$ cat src/rtl/four_bit_add_pkg.sv
// Shared definitions for the registered ripple-carry adder.
// Consumers use the default width and the packed result type to carry
// a {carry-out, sum} pair through their own datapaths.
package four_bit_add_pkg;

    localparam int ADD_WIDTH = 4;

    typedef struct packed {
        logic                 cout;
        logic [ADD_WIDTH-1:0] sum;
    } add_result_t;

    // Packs a carry-out and sum into the shared result type.
    function automatic add_result_t pack_result(input logic cout, input logic [ADD_WIDTH-1:0] sum);
        add_result_t r;
        r.cout = cout;
        r.sum  = sum;
        return r;
    endfunction

endpackage

$ cat src/rtl/four_bit_add_full_adder.sv
// Single-bit full-adder cell; the adder chains WIDTH of these.
module full_adder (
    input  logic a,
    input  logic b,
    input  logic ci,
    output logic s,
    output logic co
);

    // Sum and carry of one bit position, carry propagates when a and b differ.
    always_comb begin
        s  = a ^ b ^ ci;
        co = (a & b) | (ci & (a ^ b));
    end

endmodule

$ cat src/rtl/four_bit_add.sv
// Registered ripple-carry adder: {Cout, S} = A + B + Cin, one cycle latency.
// Optional status flags (zero, signed overflow) are built only when
// FOUR_BIT_ADD_FLAGS_EN is defined; otherwise those ports read constant 0.
module four_bit_add
    import four_bit_add_pkg::*;
#(
    parameter int WIDTH = ADD_WIDTH
) (
    input  logic             clk,
    input  logic             rst,
    input  logic             in_valid,
    input  logic [WIDTH-1:0] A,
    input  logic [WIDTH-1:0] B,
    input  logic             Cin,
    output logic [WIDTH-1:0] S,
    output logic             Cout,
    output logic             out_valid,
    output logic             zero,
    output logic             ovf
);

    logic [WIDTH:0]   carry;
    logic [WIDTH-1:0] sum_comb;

    assign carry[0] = Cin;

    genvar i;
    generate
        for (i = 0; i < WIDTH; i++) begin : g_cell
            full_adder u_fa (
                .a  (A[i]),
                .b  (B[i]),
                .ci (carry[i]),
                .s  (sum_comb[i]),
                .co (carry[i+1])
            );
        end
    endgenerate

    // Result registers load only on accepted operands so idle inputs never reach S/Cout.
    always_ff @(posedge clk) begin
        if (rst) begin
            S    <= '0;
            Cout <= 1'b0;
        end else if (in_valid) begin
            S    <= sum_comb;
            Cout <= carry[WIDTH];
        end
    end

    // out_valid follows in_valid each cycle, so a result is flagged fresh exactly once.
    always_ff @(posedge clk) begin
        if (rst) begin
            out_valid <= 1'b0;
        end else begin
            out_valid <= in_valid;
        end
    end

`ifdef FOUR_BIT_ADD_FLAGS_EN
    // Flags are registered alongside the sum; overflow is the carry into vs. out of the MSB.
    always_ff @(posedge clk) begin
        if (rst) begin
            zero <= 1'b0;
            ovf  <= 1'b0;
        end else if (in_valid) begin
            zero <= (sum_comb == '0);
            ovf  <= carry[WIDTH] ^ carry[WIDTH-1];
        end
    end
`else
    assign zero = 1'b0;
    assign ovf  = 1'b0;
`endif

endmodule

$ cat config.mk
export PLATFORM = sky130hd
export DESIGN_NAME = four_bit_add
export DESIGN_NICKNAME = d
export VERILOG_FILES = /design/src/rtl/four_bit_add_pkg.sv /design/src/rtl/four_bit_add_full_adder.sv /design/src/rtl/four_bit_add.sv
export SDC_FILE = /design/constraint.sdc
export NUM_CORES = 1
export LEC_CHECK = 0
export ABC_AREA = 1
export ABC_CLOCK_PERIOD_IN_PS = 2000
export CAP_MARGIN = 20
export CORE_AREA = 2 2 39 41
export CTS_BUF_LIST = sky130_fd_sc_hd__clkbuf_8
export DETAILED_ROUTE_END_ITERATION = 8
export DIE_AREA = 0 0 41 43
export DONT_BUFFER_PORTS = 1
export HOLD_SLACK_MARGIN = 0.06
export SYNTH_ARGS = -nofsm -noshare
export SYNTH_HDL_FRONTEND = slang
export SYNTH_SLANG_ARGS = --single-unit
$ cat constraint.sdc
create_clock -name clk -period 2 [get_ports clk]
set_input_delay 0.3 -clock clk [delete_from_list [all_inputs] [get_ports clk]]
set_output_delay 0.3 -clock clk [all_outputs]
set_load 0.01 [all_outputs]
==> metrics <==
outcome=complete, no violations; Reg2Reg Depth=2; dpl ws=-61.3 ps; Crit path arrival time=1980 ps; Die ar.=roughly 1800 um^2; Final Util=28.0%; CP delay by family, top=adder cells; R2R Setup Slk=1370 ps; Synth top area share=34.4%; die width=just over 40 um; diode count=0; Hold WS=145 ps; worst stage delay on the critical path=roughly 400 ps; Core ar.=between 1000 and 1500 um^2; drt drc=0; Max Root-Sink Buffers=2; CP required=2160 ps; flops & latches, synth=6; cell depth of the worst min-delay path=1; H-tree levels=1; vias in the first global route=roughly 190; Boundary Pins=20; Initial Utilization=25.2%; Post-Layout Cell Count=59; clk sink count=6; crit start category=input pin; WL/cell=8.54 um; most frequent CP cell=fa_1; Worst Path Max Fanout=1; critical hold path startpoint=rst; Total GRT Usage=under 10%; routability cong.=0.558; hold path endpoint=out_valid; Syn. warnings=0; slowest CP cell=fa_1; PD cells=933 nW/um^2; Hold Path Class=input pin to flop; final wirelength=between 500 and 600 um; post-synthesis area per instance=8.31 um^2; CP bufs+invs=3; layout cells sized above 1=14.0%; register area=120 um^2; Layout Skew=0 ps; DP Cell Count=56; vias per inst=3.83; RR Startpoint=S[1]; FILL cells=about 160; Leak=roughly 0.2 nW; Fmax achieved=between 500 and 600 MHz; largest area contributor in the netlist=dfxtp_1; WS Path Type=input pin to flop; GRT overflow=0; count of unique library cells instantiated by Yosys=11; PortBufs=0; peak supply drop=0.197 mV; Worst setup EP type=flop; die height=43 um; initial antenna violation count=0; count of nets after finishing=61; CTS Hold Buffers Added=0; post-cts sizing count=0; setup ws final=between 150 and 200 ps; via count=about 230; crit path cell chain=inv_1, fa_1, inv_1, fa_1, fa_1, inv_1, fa_1, nand2_1, nand2_1, nor2_1; Slew Viols, Final=0; Area contributors post-synth=dfxtp_1 34%, fa_1 23%, inv_1 9.7%; Multi-input gate area=164 um^2; setup bufs post-CTS=0; drt first-iter violations=1; Overall Power=0.362 mW; Tcrit/Tclk final=91.0%; most common cell after layout, fill and taps aside=inv_1; drt first pass iters=2; pin count of the biggest net entering global routing=10; Clock Latency Late Sink=220 ps; # rows=14; max cap viols=0; Post-DRT Antenna Nets=0; Area Growth Syn to Fin=11.1%; Period minus WS final=1820 ps; Reg-to-Reg End=S[1]; cell area after layout=slightly below 400 um^2; # setup viols final=0; global-route wire length before repair=779 um; sequential fraction of the synthesis area=34.4%; Post-Syn Instances=42; RSZ-0062 raised after global routing=no; Num CTS Buffers=3; placed instance area=347 um^2; CTS tree=yes; clock slew at reported path FFs=30 ps; Hold Vio Cnt, Final=0; CTS Root Cell=clkbuf_8; Post-Route Setup TNS=0 ps; Post-Syn Area=349 um^2; commonest non-fill, non-tap cells in the layout=9 x inv_1, 8 x nor2_1, 6 x dfxtp_1, 5 x nand2_1, 4 x fa_1
==> per-layer routing <==
| metal | share of wire, % | up-vias | wire length, um | GRT usage (%) |
|---|---|---|---|---|
| met5 | 0 | - | 0 | 0 |
| met4 | 2.8 | 0 | 14 | 8.00 |
| met3 | 12 | 2 | 62 | 2.09 |
| met2 | 46 | 13 | 233 | 8.75 |
| met1 | 38 | 95 | 193 | 7.92 |
| li1 | - | 116 | - | - |
==> cell usage after synthesis (all sizes together) <==
cell type and instances:
clkinv 1, conb 1, o21ai 3, inv 9, dfxtp 6, nor2 10, buf 3, nand2 5
fa 4
==> flip-flops by register name (all words and copies together) (netlist names) <==
name,count
S,4
out_valid,1
Cout,1
==> final cells by class <==
type	count	share of cell area (%)
Tap cell	16	5.16
Sequential cell	6	31.0
Inverter	10	11.0
Clock buffer	3	10.6
Multi-Input combinational cell	24	42.3
==> cells by family after synthesis <==
group,after synthesis,share of synthesized area [%]
simple gates,15,17.6
buf+inv,13,19.7
flops,6,34.4
fa+ha+maj,4,22.9
compound gates,3,4.30
other cells,1,1.07
==> worst max-delay path by stage <==
stage | depth (start not counted) | end | start | slack [ps]
after floorplan | 10 | S[3] | A[0] | 20
after global placement | 10 | S[3] | A[0] | -60
after detailed placement | 10 | S[3] | A[0] | -60
after CTS | 10 | S[3] | A[0] | 170
after global routing | 10 | S[3] | B[0] | 70
final | 10 | S[3] | A[0] | 180
==> where the power goes <==
part           internal [mW]  leakage, nW  switching [mW]
Clock                  0.129       0.0216          0.0488
Sequential             0.131       0.0499          0.0111
Combinational         0.0191        0.128          0.0228
(Power assumes the default switching activity.)
